--- config.mk ---
export PLATFORM = sky130hd
export DESIGN_NAME = rvc_asap_dmem_arbiter_flat
export DESIGN_NICKNAME = d
export VERILOG_FILES = /design/src/rtl/rvc_asap_dmem_arbiter_if.sv /design/src/rtl/rvc_asap_dmem_arbiter.sv /design/src/flat_wrapper.sv
export SDC_FILE = /design/constraint.sdc
export NUM_CORES = 1
export LEC_CHECK = 0
export BUFFER_PORTS_ARGS = -buffer_cell sky130_fd_sc_hd__buf_2
export CAP_MARGIN = 20
export CORE_AREA = 5 5 119 121
export DETAILED_ROUTE_END_ITERATION = 6
export DIE_AREA = 0 0 124 126
export PLACE_DENSITY = 0.68
export SLEW_MARGIN = 20
export SYNTH_ARGS = -nofsm -noshare
export SYNTH_HDL_FRONTEND = slang
export SYNTH_SLANG_ARGS = --single-unit
export TNS_END_PERCENT = 50
--- constraint.sdc ---
create_clock -name Clock -period 3.8 [get_ports Clock]
set_input_delay 0.76 -clock Clock [delete_from_list [all_inputs] [get_ports Clock]]
set_output_delay 0.76 -clock Clock [all_outputs]
set_load 0.01 [all_outputs]
--- src/rtl/rvc_asap_dmem_arbiter_if.sv ---
// Shared data-memory bus bundle: Core and Ext request ports plus the memory command/read path.
// master = requesters and memory model, slave = the arbiter.
interface rvc_asap_dmem_arbiter_if;
   logic        CoreReq;
   logic [31:0] CoreAddr;
   logic        CoreWrEn;
   logic [3:0]  CoreByteEn;
   logic [31:0] CoreWrData;
   logic        CoreGnt;
   logic        CoreRspValid;
   logic        CoreRspErr;
   logic [31:0] CoreRdData;

   logic        ExtReq;
   logic [31:0] ExtAddr;
   logic        ExtWrEn;
   logic [3:0]  ExtByteEn;
   logic [31:0] ExtWrData;
   logic        ExtLock;
   logic        ExtGnt;
   logic        ExtRspValid;
   logic        ExtRspErr;
   logic [31:0] ExtRdData;

   logic        MemValid;
   logic [3:0]  MemRegionSel;
   logic [31:0] MemAddr;
   logic        MemWrEn;
   logic [3:0]  MemByteEn;
   logic [31:0] MemWrData;
   logic [31:0] MemRdData;

   modport master (
      output CoreReq, CoreAddr, CoreWrEn, CoreByteEn, CoreWrData,
      input  CoreGnt, CoreRspValid, CoreRspErr, CoreRdData,
      output ExtReq, ExtAddr, ExtWrEn, ExtByteEn, ExtWrData, ExtLock,
      input  ExtGnt, ExtRspValid, ExtRspErr, ExtRdData,
      input  MemValid, MemRegionSel, MemAddr, MemWrEn, MemByteEn, MemWrData,
      output MemRdData
   );

   modport slave (
      input  CoreReq, CoreAddr, CoreWrEn, CoreByteEn, CoreWrData,
      output CoreGnt, CoreRspValid, CoreRspErr, CoreRdData,
      input  ExtReq, ExtAddr, ExtWrEn, ExtByteEn, ExtWrData, ExtLock,
      output ExtGnt, ExtRspValid, ExtRspErr, ExtRdData,
      output MemValid, MemRegionSel, MemAddr, MemWrEn, MemByteEn, MemWrData,
      input  MemRdData
   );
endinterface

--- src/rtl/rvc_asap_dmem_arbiter.sv ---
// Core/Ext arbiter with region decode for the shared data-memory bus. Core has priority,
// Ext is protected by a starvation counter and can lock the bus across several accesses.
module rvc_asap_dmem_arbiter #(
   parameter int unsigned STARVE_LIMIT = 8
) (
   input  logic                         Clock,
   input  logic                         Rst,
   rvc_asap_dmem_arbiter_if.slave       bus
);

   typedef enum logic {ARB_CORE, ARB_EXT} arb_state_e;

   localparam logic [7:0] LIMIT_M1 = 8'(STARVE_LIMIT - 1);

   arb_state_e  state_q, state_d;
   logic [7:0]  starve_cnt_q, starve_cnt_d;

   logic        core_gnt, ext_gnt, any_gnt;
   logic [31:0] sel_addr, sel_wr_data;
   logic        sel_wr_en;
   logic [3:0]  sel_byte_en;
   logic [3:0]  dec_region;
   logic        dec_err;

   logic        mem_valid_q, mem_valid_d;
   logic [3:0]  mem_region_q, mem_region_d;
   logic [31:0] mem_addr_q, mem_addr_d;
   logic        mem_wr_en_q, mem_wr_en_d;
   logic [3:0]  mem_byte_en_q, mem_byte_en_d;
   logic [31:0] mem_wr_data_q, mem_wr_data_d;

   // Response tags travel with the command: stage 0 = issue cycle, stage 1 = response cycle.
   logic [1:0]  vld_pipe_q, vld_pipe_d;
   logic [1:0]  ext_pipe_q, ext_pipe_d;
   logic [1:0]  err_pipe_q, err_pipe_d;
   logic [1:0]  rd_pipe_q, rd_pipe_d;

   always_comb begin
      core_gnt     = 1'b0;
      ext_gnt      = 1'b0;
      state_d      = state_q;
      starve_cnt_d = starve_cnt_q;
      if (!Rst) begin
         case (state_q)
            ARB_CORE: begin
               if (bus.CoreReq)     core_gnt = 1'b1;
               else if (bus.ExtReq) ext_gnt  = 1'b1;
               if (ext_gnt) begin
                  starve_cnt_d = 8'd0;
                  if (bus.ExtLock) state_d = ARB_EXT;
               end else if (bus.ExtReq) begin
                  if (starve_cnt_q != 8'hFF) starve_cnt_d = starve_cnt_q + 8'd1;
                  if (starve_cnt_q >= LIMIT_M1) state_d = ARB_EXT;
               end
            end
            ARB_EXT: begin
               // Without a lock, Ext owns the bus for at most one access.
               ext_gnt = bus.ExtReq;
               if (ext_gnt)      starve_cnt_d = 8'd0;
               if (!bus.ExtLock) state_d = ARB_CORE;
            end
            default: state_d = ARB_CORE;
         endcase
      end
   end

   assign any_gnt     = core_gnt | ext_gnt;
   assign sel_addr    = ext_gnt ? bus.ExtAddr   : bus.CoreAddr;
   assign sel_wr_en   = ext_gnt ? bus.ExtWrEn   : bus.CoreWrEn;
   assign sel_byte_en = ext_gnt ? bus.ExtByteEn : bus.CoreByteEn;
   assign sel_wr_data = ext_gnt ? bus.ExtWrData : bus.CoreWrData;

   always_comb begin
      dec_region = 4'b0000;
      dec_err    = 1'b0;
      if (sel_addr < 32'h0000_4000)      dec_region = 4'b0001;
      else if (sel_addr < 32'h0000_7000) dec_region = 4'b0010;
      else if (sel_addr < 32'h0000_8000) dec_region = 4'b0100;
      else if (sel_addr < 32'h0001_1600) dec_region = 4'b1000;
      else                               dec_err    = 1'b1;
      // Instruction memory is writable only through the loader port.
      if (core_gnt && sel_wr_en && dec_region[0]) begin
         dec_err    = 1'b1;
         dec_region = 4'b0000;
      end
   end

   always_comb begin
      mem_valid_d   = any_gnt & ~dec_err;
      mem_region_d  = mem_valid_d ? dec_region  : 4'b0000;
      mem_addr_d    = mem_valid_d ? sel_addr    : 32'd0;
      mem_wr_en_d   = mem_valid_d & sel_wr_en;
      mem_byte_en_d = mem_valid_d ? sel_byte_en : 4'b0000;
      mem_wr_data_d = mem_valid_d ? sel_wr_data : 32'd0;
      vld_pipe_d    = {vld_pipe_q[0], any_gnt};
      ext_pipe_d    = {ext_pipe_q[0], ext_gnt};
      err_pipe_d    = {err_pipe_q[0], any_gnt & dec_err};
      rd_pipe_d     = {rd_pipe_q[0],  mem_valid_d & ~sel_wr_en};
   end

   always_ff @(posedge Clock) begin
      if (Rst) begin
         state_q       <= ARB_CORE;
         starve_cnt_q  <= 8'd0;
         mem_valid_q   <= 1'b0;
         mem_region_q  <= 4'b0000;
         mem_addr_q    <= 32'd0;
         mem_wr_en_q   <= 1'b0;
         mem_byte_en_q <= 4'b0000;
         mem_wr_data_q <= 32'd0;
         vld_pipe_q    <= 2'b00;
         ext_pipe_q    <= 2'b00;
         err_pipe_q    <= 2'b00;
         rd_pipe_q     <= 2'b00;
      end else begin
         state_q       <= state_d;
         starve_cnt_q  <= starve_cnt_d;
         mem_valid_q   <= mem_valid_d;
         mem_region_q  <= mem_region_d;
         mem_addr_q    <= mem_addr_d;
         mem_wr_en_q   <= mem_wr_en_d;
         mem_byte_en_q <= mem_byte_en_d;
         mem_wr_data_q <= mem_wr_data_d;
         vld_pipe_q    <= vld_pipe_d;
         ext_pipe_q    <= ext_pipe_d;
         err_pipe_q    <= err_pipe_d;
         rd_pipe_q     <= rd_pipe_d;
      end
   end

   assign bus.CoreGnt      = core_gnt;
   assign bus.ExtGnt       = ext_gnt;
   assign bus.MemValid     = mem_valid_q;
   assign bus.MemRegionSel = mem_region_q;
   assign bus.MemAddr      = mem_addr_q;
   assign bus.MemWrEn      = mem_wr_en_q;
   assign bus.MemByteEn    = mem_byte_en_q;
   assign bus.MemWrData    = mem_wr_data_q;

   assign bus.CoreRspValid = vld_pipe_q[1] & ~ext_pipe_q[1];
   assign bus.CoreRspErr   = vld_pipe_q[1] & ~ext_pipe_q[1] & err_pipe_q[1];
   assign bus.CoreRdData   = (vld_pipe_q[1] & ~ext_pipe_q[1] & rd_pipe_q[1]) ? bus.MemRdData : 32'd0;
   assign bus.ExtRspValid  = vld_pipe_q[1] & ext_pipe_q[1];
   assign bus.ExtRspErr    = vld_pipe_q[1] & ext_pipe_q[1] & err_pipe_q[1];
   assign bus.ExtRdData    = (vld_pipe_q[1] & ext_pipe_q[1] & rd_pipe_q[1]) ? bus.MemRdData : 32'd0;

endmodule
--- src/flat_wrapper.sv ---
// flat-port wrapper written by rule: the top's interface ports become plain ports
module rvc_asap_dmem_arbiter_flat 
#(
   parameter int unsigned STARVE_LIMIT = 8
)
  (Clock, Rst, bus_CoreReq, bus_CoreAddr, bus_CoreWrEn, bus_CoreByteEn, bus_CoreWrData, bus_CoreGnt, bus_CoreRspValid, bus_CoreRspErr, bus_CoreRdData, bus_ExtReq, bus_ExtAddr, bus_ExtWrEn, bus_ExtByteEn, bus_ExtWrData, bus_ExtLock, bus_ExtGnt, bus_ExtRspValid, bus_ExtRspErr, bus_ExtRdData, bus_MemValid, bus_MemRegionSel, bus_MemAddr, bus_MemWrEn, bus_MemByteEn, bus_MemWrData, bus_MemRdData);
  rvc_asap_dmem_arbiter_if bus_i ();
  input  logic Clock;
  input  logic Rst;
  input wire logic [$bits(bus_i.CoreReq)-1:0] bus_CoreReq;
  input wire logic [$bits(bus_i.CoreAddr)-1:0] bus_CoreAddr;
  input wire logic [$bits(bus_i.CoreWrEn)-1:0] bus_CoreWrEn;
  input wire logic [$bits(bus_i.CoreByteEn)-1:0] bus_CoreByteEn;
  input wire logic [$bits(bus_i.CoreWrData)-1:0] bus_CoreWrData;
  output wire logic [$bits(bus_i.CoreGnt)-1:0] bus_CoreGnt;
  output wire logic [$bits(bus_i.CoreRspValid)-1:0] bus_CoreRspValid;
  output wire logic [$bits(bus_i.CoreRspErr)-1:0] bus_CoreRspErr;
  output wire logic [$bits(bus_i.CoreRdData)-1:0] bus_CoreRdData;
  input wire logic [$bits(bus_i.ExtReq)-1:0] bus_ExtReq;
  input wire logic [$bits(bus_i.ExtAddr)-1:0] bus_ExtAddr;
  input wire logic [$bits(bus_i.ExtWrEn)-1:0] bus_ExtWrEn;
  input wire logic [$bits(bus_i.ExtByteEn)-1:0] bus_ExtByteEn;
  input wire logic [$bits(bus_i.ExtWrData)-1:0] bus_ExtWrData;
  input wire logic [$bits(bus_i.ExtLock)-1:0] bus_ExtLock;
  output wire logic [$bits(bus_i.ExtGnt)-1:0] bus_ExtGnt;
  output wire logic [$bits(bus_i.ExtRspValid)-1:0] bus_ExtRspValid;
  output wire logic [$bits(bus_i.ExtRspErr)-1:0] bus_ExtRspErr;
  output wire logic [$bits(bus_i.ExtRdData)-1:0] bus_ExtRdData;
  output wire logic [$bits(bus_i.MemValid)-1:0] bus_MemValid;
  output wire logic [$bits(bus_i.MemRegionSel)-1:0] bus_MemRegionSel;
  output wire logic [$bits(bus_i.MemAddr)-1:0] bus_MemAddr;
  output wire logic [$bits(bus_i.MemWrEn)-1:0] bus_MemWrEn;
  output wire logic [$bits(bus_i.MemByteEn)-1:0] bus_MemByteEn;
  output wire logic [$bits(bus_i.MemWrData)-1:0] bus_MemWrData;
  input wire logic [$bits(bus_i.MemRdData)-1:0] bus_MemRdData;
  assign bus_i.CoreReq = bus_CoreReq;
  assign bus_i.CoreAddr = bus_CoreAddr;
  assign bus_i.CoreWrEn = bus_CoreWrEn;
  assign bus_i.CoreByteEn = bus_CoreByteEn;
  assign bus_i.CoreWrData = bus_CoreWrData;
  assign bus_CoreGnt = bus_i.CoreGnt;
  assign bus_CoreRspValid = bus_i.CoreRspValid;
  assign bus_CoreRspErr = bus_i.CoreRspErr;
  assign bus_CoreRdData = bus_i.CoreRdData;
  assign bus_i.ExtReq = bus_ExtReq;
  assign bus_i.ExtAddr = bus_ExtAddr;
  assign bus_i.ExtWrEn = bus_ExtWrEn;
  assign bus_i.ExtByteEn = bus_ExtByteEn;
  assign bus_i.ExtWrData = bus_ExtWrData;
  assign bus_i.ExtLock = bus_ExtLock;
  assign bus_ExtGnt = bus_i.ExtGnt;
  assign bus_ExtRspValid = bus_i.ExtRspValid;
  assign bus_ExtRspErr = bus_i.ExtRspErr;
  assign bus_ExtRdData = bus_i.ExtRdData;
  assign bus_MemValid = bus_i.MemValid;
  assign bus_MemRegionSel = bus_i.MemRegionSel;
  assign bus_MemAddr = bus_i.MemAddr;
  assign bus_MemWrEn = bus_i.MemWrEn;
  assign bus_MemByteEn = bus_i.MemByteEn;
  assign bus_MemWrData = bus_i.MemWrData;
  assign bus_i.MemRdData = bus_MemRdData;
  rvc_asap_dmem_arbiter #(.STARVE_LIMIT(STARVE_LIMIT)) u_core (.Clock(Clock), .Rst(Rst), .bus(bus_i));
endmodule
==> implementation parameters <==
Parameter                              Value

CTS
  H-Tree Depth ... 3
  Number of buffers added for setup after CTS ... 0
  Number of sinks driven by the clock tree ... roughly 90
  Clock-pin slew on the worst setup and hold paths ... 0.07 ns
  TritonCTS clock tree ... yes
  Source-to-sink clock delay at the later pin of the worst-skew pair ... between 0.3 and 0.4 ns
  Resized Gates After CTS ... 0
  Deepest clock path buffer count ... 2
  Number of buffers inserted by hold repair at cts ... 0
  Number of buffers inserted during clock tree synthesis ... 9
  Master cell of the clock root buffer ... sky130_fd_sc_hd__clkbuf_16

Critical path
  Biggest fanout along the worst timing path ... 33
  Critical path start-end classification ... flip-flop to primary output
  Slowest-stage cell, CP ... sky130_fd_sc_hd__and3_1
  Critical path buffer and inverter count ... 2
  CP Data Required Time ... 3.04 ns
  Critical path, cell by cell ... buf_4, and3_1, and2_1, buf_2
  Slack of the worst reg-to-reg path ... 1.59 ns
  Largest delay share family, worst path ... simple AND/OR/NAND/NOR gates
  Arrival time reported for the critical path endpoint ... around 2.0 ns
  Critical Path Start Type ... flip-flop
  Critical path endpoint category ... primary output
  Maximum cell stage delay along the critical path ... approximately 0.71 ns

Synthesis
  Number of synthesized flops with an enable pin ... 0
  Main area contributors after synthesis ... sky130_fd_sc_hd__dfxtp_1 48%, sky130_fd_sc_hd__mux2i_1 14%, sky130_fd_sc_hd__nor3_1 7.8%, sky130_fd_sc_hd__and3_1 6.1%, sky130_fd_sc_hd__and2_1 6.0%
  Largest area contributor in the synthesized netlist ... sky130_fd_sc_hd__dfxtp_1
  Sequential-to-total area share from yosys stat ... 0.482
  Mapped Cells ... around 400
  Proportion of netlist area held by the largest area contributor ... 0.482
  Post-synthesis average cell area ... approximately 9.5 sq um
  Primary FF master, synth ... sky130_fd_sc_hd__dfxtp_1
  Number of storage elements in the synthesis netlist ... 91
  Syn. warnings ... 0
  Async set or reset register ratio after synthesis ... 0
  Unique cell type count in the Yosys netlist ... 39
  Total standard cell area after synthesis ... between 3000 and 4000 sq um

Timing
  Final period util ... 0.719
  Number of failing hold endpoints at the final stage ... 0
  Setup repair after global routing missed its margin ... false
  Clock tree skew after final layout ... 0.00443 ns
  # setup viols final ... 0
  Smallest hold slack ... 0.433 ns
  Final Max Slew Viols ... 0
  Worst slew margin ... 0.477
  Max frequency ... approximately 370 MHz
  Post-Route Setup TNS ... 0 ns
  Worst slew pin tran ... ~0.8 ns
  Final min period ... around 2.7 ns

Status
  Run status ... completed

Finish
  Most common cell after layout, fill and taps aside ... sky130_fd_sc_hd__buf_2
  Cell Count, Final, Fillers Out ... 900
  Leading cell types in the layout, fill and taps excluded ... 318 x sky130_fd_sc_hd__buf_2, 91 x sky130_fd_sc_hd__dfxtp_1, 59 x sky130_fd_sc_hd__nor3_1
  Post-layout instance area ... approximately 6000 sq um
  Synth-to-Final Area Change ... 56.4%
  Number of nets at the end of the flow ... about 890
  Fraction of final layout cells with drive strength greater than 1 ... 0.481

Routing
  Remaining antenna violation count after routing ... 0
  Final wirelength ... 13900 microns
  Drc violations ... 0
  Detailed-router iteration count before antenna repair ... 4
  Routed length on met3 ... 1550 microns
  Top sig layer ... met4
  Metal-1 WL ... 4660 microns
  Mean number of vias per cell ... around 4.5
  Via count ... slightly above 4000
  DR iter-0 viols ... roughly 100
  Wire length on met2 ... roughly 7400 microns
  Post-DR wirelength/cell ... 15.5 microns

Floorplan
  Starting utilization of the core area ... 0.291
  Ports ... around 320
  Total die area ... 15600 sq um
  Die span in y ... 126 microns
  Row count ... 42
  Die X ... about 120 microns
  CORE AREA ... around 13000 sq um

GRT
  Maximum number of pins on one net before global-route repair ... 38
  Global-route wire length before repair ... 19900 microns
  Total Routing Usage GR ... 0.166
  GR Overflow Total ... 0
  Vias in the first global route ... between 3000 and 4000
  Antenna violations before repair ... 2

Placement
  Area after DPL ... 5580 sq um
  Final GP Congestion ... between 0.8 and 0.9
  HPWL reported at the end of detailed placement ... roughly 12000 microns
  Port Buffer Count ... approximately 320
  Cell count after placement ... 882

Flow run
  Max Cap Violations ... 0

Power
  PwrDens ... approximately 360 nW/um^2
  Max VDD drop ... 0.262 mV
  Static leakage power ... 3.46 nW

Min path
  Worst hold path class ... flip-flop to flip-flop
[metrics by stage]
| step | utilization | total power (W) | setup slack (ns) |
|---|---|---|---|
| floorplan | - | 0.00108 | 1.38 |
| global placement | 0.430 | 0.00121 | 1.09 |
| detailed placement | 0.430 | 0.00122 | 1.03 |
| CTS | 0.455 | 0.00216 | 1.04 |
| global route | 0.455 | 0.00221 | 0.889 |
| finish | 0.455 | 0.00213 | 1.07 |
[kinds of logic after synthesis]
| family | after synthesis | share of synthesized area |
|---|---|---|
| simple gates | 180 | 0.263 |
| flops | 91 | 0.482 |
| mux | 54 | 0.143 |
| buf+inv | 38 | 0.0444 |
| compound gates | 26 | 0.0504 |
| xor+xnor | 5 | 0.0116 |
| fa+ha+maj | 1 | 0.00331 |
| other cells | 1 | 0.000993 |
[worst paths after layout]
kind,from,end,cells after the start
setup / recovery,u_core.rd_pipe_q[1],bus_ExtRdData[14],4
hold / removal,u_core.rd_pipe_q[0],u_core.rd_pipe_q[1],1
setup reg to reg,u_core.state_q,u_core.bus.MemRegionSel[0],8
hold reg to reg,u_core.rd_pipe_q[0],u_core.rd_pipe_q[1],1
[metal layers]
layer / track usage / up-vias
met2: 0.315 / 230
met5: 0 / -
li1: - / 2022
met4: 0.0780 / 0
met1: 0.155 / 1793
met3: 0.0565 / 19
[layout make-up]
cell class / instances / area, sq um
multi-input combinational: 281 / 1860
clock inverter: 6 / 77.6
inverter: 8 / 30.0
sequential: 91 / 1820
tap: 176 / 220
antenna: 2 / 5.00
clock buffer: 10 / 239
timing repair buffer: 326 / 1650
fill: 1316 / 7080
[power breakdown]
group	total [W]	switching (W)	internal, W
Clock	0.000934	0.000392	0.000542
Sequential	0.000972	0.00000481	0.000967
Combinational	0.000221	0.000110	0.000111
[registers in the layout, indices dropped and copies added (netlist names), 4 cells and up]
register and count:
u_core.starve_cnt_q 8, u_core.bus.MemRegionSel 4, u_core.bus.MemByteEn 4, u_core.bus.MemWrData 32
u_core.bus.MemAddr 32
[Yosys cell counts (2+ instances only)]
master	n
sky130_fd_sc_hd__dfxtp_1	91
sky130_fd_sc_hd__nor3_1	59
sky130_fd_sc_hd__mux2i_1	53
sky130_fd_sc_hd__and3_1	37
sky130_fd_sc_hd__and2_1	36
sky130_fd_sc_hd__nor2_1	18
sky130_fd_sc_hd__clkbuf_1	17
sky130_fd_sc_hd__buf_2	11
sky130_fd_sc_hd__inv_1	7
sky130_fd_sc_hd__nor2b_1	7
sky130_fd_sc_hd__nand2_1	6
sky130_fd_sc_hd__nor4_1	6
sky130_fd_sc_hd__a21oi_1	5
sky130_fd_sc_hd__nand2b_1	4
sky130_fd_sc_hd__o2111ai_1	4
sky130_fd_sc_hd__xor2_1	4
sky130_fd_sc_hd__a211oi_1	3
sky130_fd_sc_hd__nand4_1	3
sky130_fd_sc_hd__o21ai_0	3
sky130_fd_sc_hd__a21o_1	2
sky130_fd_sc_hd__o311ai_0	2
[worst register-to-register path: stages, from the launching register on]
cell	delay, ns
sky130_fd_sc_hd__dfxtp_1	0.37
sky130_fd_sc_hd__nand2b_1	0.12
sky130_fd_sc_hd__buf_4	0.17
sky130_fd_sc_hd__nand2b_4	0.07
sky130_fd_sc_hd__buf_4	0.29
sky130_fd_sc_hd__a211oi_1	0.40
sky130_fd_sc_hd__o32ai_4	0.15
sky130_fd_sc_hd__buf_4	0.25
sky130_fd_sc_hd__nor4b_1	0.29
No activity file was read; power rests on OpenSTA's default activity.
